<file path="src/rtl/mem_pkg.sv">
// Shared SRAM memory-path definitions: access sizes, IO addresses, arbiter encodings.
package mem_pkg;

  localparam logic [1:0] SZ_BYTE = 2'd0;
  localparam logic [1:0] SZ_HALF = 2'd1;
  localparam logic [1:0] SZ_WORD = 2'd2;

  localparam logic [31:0] IO_PORT_ADDR = 32'hffff_ff00;
  localparam logic [31:0] IO_UART_ADDR = 32'hffff_ff01;

  typedef enum logic [2:0] {
    ST_IDLE  = 3'd0,
    ST_ISSUE = 3'd1,
    ST_WAIT  = 3'd2,
    ST_ACK   = 3'd3,
    ST_COOL  = 3'd4
  } arb_state_t;

  typedef enum logic [1:0] {
    GNT_NONE = 2'd0,
    GNT_I    = 2'd1,
    GNT_D    = 2'd2
  } gnt_t;

  // Command presented to the controller, held for the whole transaction.
  typedef struct packed {
    logic        rw;
    logic [31:0] addr;
    logic [1:0]  size;
    logic [31:0] wdata;
  } mc_cmd_t;

endpackage

</file>
<file path="src/rtl/mem_arbiter.sv">
// Fetch/data arbiter in front of the SRAM controller; data has priority with starvation guard.
// Ack one cycle after mc_valid, next mc_req three cycles after mc_valid; requests wait while busy.
module mem_arbiter
  import mem_pkg::*;
#(
  parameter int STARVE_LIMIT = 4,
  parameter int TIMEOUT      = 255
) (
  input  logic        clk,
  input  logic        reset,
  input  logic        i_req,
  input  logic [31:0] i_addr,
  output logic        i_ack,
  output logic [31:0] i_rdata,
  input  logic        d_req,
  input  logic        d_rw,
  input  logic [31:0] d_addr,
  input  logic [1:0]  d_size,
  input  logic [31:0] d_wdata,
  output logic        d_ack,
  output logic [31:0] d_rdata,
  output logic        err,
  output logic        mc_req,
  output logic        mc_rw,
  output logic [31:0] mc_addr,
  output logic [1:0]  mc_size,
  output logic [31:0] mc_wdata,
  input  logic [31:0] mc_rdata,
  input  logic        mc_valid
);

  localparam int SW = $clog2(STARVE_LIMIT + 1);
  localparam int TW = $clog2(TIMEOUT + 1);
  localparam logic [SW-1:0] STARVE_MAX = SW'(STARVE_LIMIT);
  localparam logic [TW-1:0] TMO_MAX    = TW'(TIMEOUT);

  arb_state_t    state, state_nxt;
  gnt_t          gnt, gnt_nxt;
  mc_cmd_t       cmd, cmd_nxt;
  logic [SW-1:0] starve_cnt, starve_nxt;
  logic [TW-1:0] tmo_cnt, tmo_nxt, tmo_inc;
  logic          mc_req_nxt, i_ack_nxt, d_ack_nxt, err_nxt;
  logic [31:0]   i_rdata_nxt, d_rdata_nxt;
  logic          arb_en, pick_i, pick_d;

  assign mc_rw    = cmd.rw;
  assign mc_addr  = cmd.addr;
  assign mc_size  = cmd.size;
  assign mc_wdata = cmd.wdata;

  assign pick_i  = i_req && (!d_req || (starve_cnt == STARVE_MAX));
  assign pick_d  = d_req && !pick_i;
  assign tmo_inc = tmo_cnt + 1'b1;
  // COOL arbitrates too, so a pending request reaches the controller exactly
  // three cycles after mc_valid (ACK and COOL cover the controller's recovery).
  assign arb_en  = (state == ST_IDLE) || (state == ST_COOL);

  always_comb begin
    state_nxt   = state;
    gnt_nxt     = gnt;
    cmd_nxt     = cmd;
    starve_nxt  = starve_cnt;
    tmo_nxt     = tmo_cnt;
    mc_req_nxt  = 1'b0;
    i_ack_nxt   = 1'b0;
    d_ack_nxt   = 1'b0;
    err_nxt     = 1'b0;
    i_rdata_nxt = i_rdata;
    d_rdata_nxt = d_rdata;

    case (state)
      ST_ISSUE: state_nxt = ST_WAIT;
      ST_WAIT: begin
        if (mc_valid) begin
          if (gnt == GNT_I) begin
            i_rdata_nxt = mc_rdata;
            i_ack_nxt   = 1'b1;
          end else begin
            d_rdata_nxt = mc_rdata;
            d_ack_nxt   = 1'b1;
          end
          state_nxt = ST_ACK;
        end else if (tmo_inc == TMO_MAX) begin
          if (gnt == GNT_I) begin
            i_rdata_nxt = '0;
            i_ack_nxt   = 1'b1;
          end else begin
            d_rdata_nxt = '0;
            d_ack_nxt   = 1'b1;
          end
          err_nxt   = 1'b1;
          state_nxt = ST_ACK;
        end else begin
          tmo_nxt = tmo_inc;
        end
      end
      ST_ACK: state_nxt = ST_COOL;
      ST_COOL: begin
        tmo_nxt   = '0;
        gnt_nxt   = GNT_NONE;
        state_nxt = ST_IDLE;
      end
      default: state_nxt = ST_IDLE;
    endcase

    if (arb_en && pick_i) begin
      cmd_nxt    = '{rw: 1'b0, addr: i_addr, size: SZ_WORD, wdata: 32'h0};
      gnt_nxt    = GNT_I;
      starve_nxt = '0;
      tmo_nxt    = '0;
      mc_req_nxt = 1'b1;
      state_nxt  = ST_ISSUE;
    end else if (arb_en && pick_d) begin
      cmd_nxt    = '{rw: d_rw, addr: d_addr, size: d_size, wdata: d_wdata};
      gnt_nxt    = GNT_D;
      tmo_nxt    = '0;
      mc_req_nxt = 1'b1;
      state_nxt  = ST_ISSUE;
      if (!i_req)
        starve_nxt = '0;
      else if (starve_cnt != STARVE_MAX)
        starve_nxt = starve_cnt + 1'b1;
    end
  end

  always_ff @(posedge clk) begin
    if (!reset) begin
      state      <= ST_IDLE;
      gnt        <= GNT_NONE;
      cmd        <= '0;
      starve_cnt <= '0;
      tmo_cnt    <= '0;
      mc_req     <= 1'b0;
      i_ack      <= 1'b0;
      d_ack      <= 1'b0;
      err        <= 1'b0;
      i_rdata    <= '0;
      d_rdata    <= '0;
    end else begin
      state      <= state_nxt;
      gnt        <= gnt_nxt;
      cmd        <= cmd_nxt;
      starve_cnt <= starve_nxt;
      tmo_cnt    <= tmo_nxt;
      mc_req     <= mc_req_nxt;
      i_ack      <= i_ack_nxt;
      d_ack      <= d_ack_nxt;
      err        <= err_nxt;
      i_rdata    <= i_rdata_nxt;
      d_rdata    <= d_rdata_nxt;
    end
  end

endmodule

</file>
<file path="config.mk">
export PLATFORM = sky130hd
export DESIGN_NAME = mem_arbiter
export DESIGN_NICKNAME = d
export VERILOG_FILES = /design/src/rtl/mem_pkg.sv /design/src/rtl/mem_arbiter.sv
export SDC_FILE = /design/constraint.sdc
export NUM_CORES = 1
export LEC_CHECK = 0
export CELL_PAD_IN_SITES_DETAIL_PLACEMENT = 1
export CELL_PAD_IN_SITES_GLOBAL_PLACEMENT = 1
export CORE_ASPECT_RATIO = 1.4
export CORE_MARGIN = 2
export CORE_UTILIZATION = 30
export CTS_CLUSTER_SIZE = 14
export DETAILED_ROUTE_END_ITERATION = 8
export PLACE_DENSITY_LB_ADDON = 0.2
export SETUP_SLACK_MARGIN = 0.05
export SYNTH_ARGS = -nofsm -noshare
export SYNTH_HDL_FRONTEND = slang
export SYNTH_SLANG_ARGS = --single-unit
</file>
<file path="constraint.sdc">
create_clock -name clk -period 2.9 [get_ports clk]
set_input_delay 0.435 -clock clk [delete_from_list [all_inputs] [get_ports clk]]
set_output_delay 0.435 -clock clk [all_outputs]
set_load 0.01 [all_outputs]
</file>
==> tab_implementation.tex <==
\begin{tabular}{lr}
\hline
Metric & Value \\
\hline
\multicolumn{2}{l}{\textbf{Synth}} \\
\quad Netlist area before placement & 6067 um\^{}2 \\
\quad Total number of yosys warnings & 0 \\
\quad Number of distinct standard cells referenced by the synthesized netlist & 47 \\
\quad Proportion of register bits with asynchronous set or reset after synthesis & 0\% \\
\quad Post-synthesis net count & 778 \\
\quad Most instantiated flip-flop cell in the synthesis netlist & dfxtp\_1 \\
\quad Top-area cell type share of the netlist area & 49.82\% \\
\quad Syn Inst Count & 638 \\
\quad Number of enable-type register cells in the synthesized netlist & 0 \\
\quad Most area-hungry cell type in the Yosys netlist & dfxtp\_1 \\
\quad Register bit count reported by yosys & 151 \\
\quad Sequential fraction of the synthesis area & 49.82\% \\
\quad Top area cells in the synthesized netlist & dfxtp\_1 (50\%), a22oi\_1 (7.9\%), o2bb2ai\_1 (7.1\%) \\
\quad Average cell area after synthesis & 9.510 um\^{}2 \\
\multicolumn{2}{l}{\textbf{Worst setup path}} \\
\quad Startpoint type of the worst setup path & flip-flop \\
\quad Max Fanout on Critical Path & 24 \\
\quad Worst Path Class, Setup & reg2reg \\
\quad Critical path startpoint & tmo\_cnt[1]\$\_SDFFE\_PP0P\_ \\
\quad Data required time of the critical path & 3.23 ns \\
\quad Arrival @ worst endpoint & 2.73 ns \\
\quad Capturing element type of the critical path & flip-flop \\
\quad Reg-to-reg startpoint & tmo\_cnt[1]\$\_SDFFE\_PP0P\_ \\
\multicolumn{2}{l}{\textbf{CTS}} \\
\quad Post-CTS setup buffer count & 0 \\
\quad Clock buffer depth & 2 \\
\quad Num Clock Sinks & 151 \\
\quad CTS root buf & clkbuf\_16 \\
\quad Post-CTS Hold Fix Bufs & 0 \\
\quad Later-pin clock latency in the skew report & 0.42 ns \\
\quad Clock tree from TritonCTS & done \\
\quad Clock-pin slew reported for the worst setup and hold paths after clock tree synthesis & 0.06 ns \\
\quad TritonCTS Buffers & 17 \\
\quad Post-CTS sizing & 0 \\
\quad Max H-tree Level & 4 \\
\multicolumn{2}{l}{\textbf{Placed design}} \\
\quad Weighted congestion reported at the end of routability-driven placement & 0.8063 \\
\quad Half-perimeter wire length of the detailed placement result & 15,230 um \\
\quad Count of buffers inserted at the top-level ports & 270 \\
\multicolumn{2}{l}{\textbf{Finish}} \\
\quad Fillcell total & 2,234 \\
\quad Most common cell after layout, fill and taps aside & clkdlybuf4s50\_1 \\
\quad Fraction of final layout cells with drive strength greater than 1 & 7.821\% \\
\quad Fin util & 48.40\% \\
\quad Number of diodes added for antenna fixing & 0 \\
\quad Most frequent cells in the layout & clkdlybuf4s50\_1 (270), dfxtp\_1 (151), nand2\_1 (110), a22oi\_1 (64), o2bb2ai\_1 (49) \\
\quad Area taken by multi-input logic gates & 2760 um\^{}2 \\
\quad Growth of design area from synthesis to finish & 58.32\% \\
\quad \# nets final & 1,022 \\
\quad Flip-flop and latch area & 3023 um\^{}2 \\
\multicolumn{2}{l}{\textbf{Detailed routing}} \\
\quad Per-cell routed wire length & 19.01 um \\
\quad Number of detailed-route iterations in the first pass & 5 \\
\quad Total number of vias & 6,042 \\
\quad Avg Vias per Cell & 5.268 \\
\quad Routed wire length & 21,810 um \\
\quad Drt drc & 0 \\
\quad Detailed Route Iter0 Violations & 260 \\
\quad Detail Route Antenna Nets & 0 \\
\multicolumn{2}{l}{\textbf{Floorplanning}} \\
\quad Die Footprint & 21,390 um\^{}2 \\
\quad Number of core rows & 61 \\
\quad Number of ports placed on the die boundary & 271 \\
\quad Width of the chip & 124.2 um \\
\quad Initial Util & 30.57\% \\
\quad Floorplan Core Area & 19,840 um\^{}2 \\
\quad Die Ht & 172.3 um \\
\multicolumn{2}{l}{\textbf{STA}} \\
\quad Portion of the clock cycle consumed by the worst path in the final layout & 82.77\% \\
\quad Relative max-transition margin & 62.56\% \\
\quad Highest Clock Rate & 0.4166 GHz \\
\quad Pin slew with the least headroom to its limit & 0.5615 ns \\
\quad Final-report hold violation count & 0 \\
\quad Crit path time final & 2.400 ns \\
\quad Total Negative Setup Slacks & 0 ns \\
\quad Worst-case clock skew & 0.007280 ns \\
\quad Final setup fails & 0 \\
\quad Unrepaired setup endpoints after global routing & false \\
\quad Final Slew Violations & 0 \\
\multicolumn{2}{l}{\textbf{Job}} \\
\quad Number of max-capacitance violations reported & 0 \\
\multicolumn{2}{l}{\textbf{Pwr}} \\
\quad Internal power of the cells & 0.004277 W \\
\quad Part of the power in combinational logic & 20.9\% \\
\quad Worst ir drop on vdd & 0.3663 mV \\
\quad Static Leak & 3.272 nW \\
\quad Sequential share of power & 40.4\% \\
\quad Switching power share of the total & 27.24\% \\
\quad Power Total & 0.005878 W \\
\quad Clock Power Share & 38.7\% \\
\quad Power Dens Cells & 611.9 nW/um\^{}2 \\
\quad Sw power & 0.001601 W \\
\multicolumn{2}{l}{\textbf{Worst hold path}} \\
\quad Origin of the worst min-delay path & mc\_wdata[2]\$\_SDFFE\_PP0N\_ \\
\quad Worst min-delay path class & reg2reg \\
\multicolumn{2}{l}{\textbf{Global routing}} \\
\quad Global-route congestion overflow total & 0 \\
\quad Number of antenna violations at the first check in global routing & 0 \\
\quad Largest net degree at the start of global routing & 105 \\
\quad First-pass GRT wire length & 33,150 um \\
\quad Overall fraction of global-route tracks in use & 19.93\% \\
\quad Number of global-route vias before repair & 6,566 \\
\multicolumn{2}{l}{\textbf{Run status}} \\
\quad Outcome & completed \\
\hline
\end{tabular}
routing by layer:
| metal | wire length (um) | part of all wire, % | vias to the layer above | track usage [%] |
|---|---|---|---|---|
| met5 | 0 | 0 | - | 0 |
| met4 | 359 | 1.6 | 0 | 7.279 |
| met3 | 1942 | 8.9 | 24 | 7.784 |
| met2 | 11370 | 52 | 216 | 36.64 |
| met1 | 8135 | 37 | 2941 | 20.01 |
| li1 | - | - | 2861 | - |
layout make-up:
type	count	area share, %
sequential	151	31.47
timing repair buffer	284	30.01
clock buffer	22	4.728
inverter	6	0.2475
tap	252	3.283
clock inverter	10	1.524
multi-input combinational	422	28.74
power groups by stage:
stage | Combinational, W | Sequential [W] | Clock, W
floorplan | 0.000478 | 0.00247 | 0
global placement | 0.00120 | 0.00241 | 0
detailed placement | 0.00124 | 0.00242 | 0
CTS | 0.00124 | 0.00238 | 0.00235
global route | 0.00133 | 0.00240 | 0.00243
finish | 0.00123 | 0.00238 | 0.00227
path summary, 6_finish.rpt:
| path | slack (ns) | cells after the start | endpoint |
|---|---|---|---|
| worst max-delay path | 0.50 | 7 | d_rdata[14]$_SDFFE_PN0P_ |
| worst min-delay path | 0.46 | 2 | mc_wdata[2]$_SDFFE_PP0N_ |
| worst max register to register | 0.50 | 7 | d_rdata[14]$_SDFFE_PN0P_ |
| worst min register to register | 0.46 | 2 | mc_wdata[2]$_SDFFE_PP0N_ |
state kept, by name, summed over array words and instances (netlist names), 2 cells and up:
register / flops
d_rdata: 32
gnt: 2
i_rdata: 32
mc_addr: 32
mc_size: 2
mc_wdata: 32
starve_cnt: 3
state: 3
tmo_cnt: 8
synth_stat cells (8+ instances only):
cell	number
dfxtp_1	151
nor3_1	8
clkbuf_1	47
nor2_1	47
o2bb2ai_2	15
nand2_1	110
a21oi_1	43
a222oi_1	21
o2bb2ai_1	49
a22oi_1	64
a311oi_1	11
critical path, cell delays in order (launching register included):
cell,delay [ns]
dfxtp_1,0.45
ha_1,0.32
a21oi_1,0.07
o211a_1,0.25
or4_4,0.45
a21oi_4,0.38
buf_12,0.24
o2bb2ai_1,0.16
cells by family (layout without fill, tap and decap cells):
group / count (synthesis) / count (layout) / synth area share [%]
multiplexers: 3 / 3 / 0.5156
AND/OR/NAND/NOR: 188 / 188 / 12.99
buffers and inverters: 65 / 322 / 5.011
flip-flops: 151 / 151 / 49.82
adder cells (fa/ha/maj): 4 / 4 / 0.8249
AO/OA/AOI/OAI: 219 / 219 / 29.68
XOR/XNOR: 8 / 8 / 1.155
through the flow:
stage | hold slack (ns) | cells | area, um^2 | setup slack, ns
final | 0.4551 | 1147 | 9605 | 0.4996
after floorplan | 0.4486 | 638 | 6067 | 0.8782
after global routing | 0.4769 | 1147 | 9605 | 0.3958
after CTS | 0.4588 | 1147 | 9605 | 0.4877
after global placement | 0.4420 | 1115 | 9005 | 0.5728
after detailed placement | 0.4501 | 1115 | 9005 | 0.5107
Note: power is estimated with default switching activity, not from simulation.
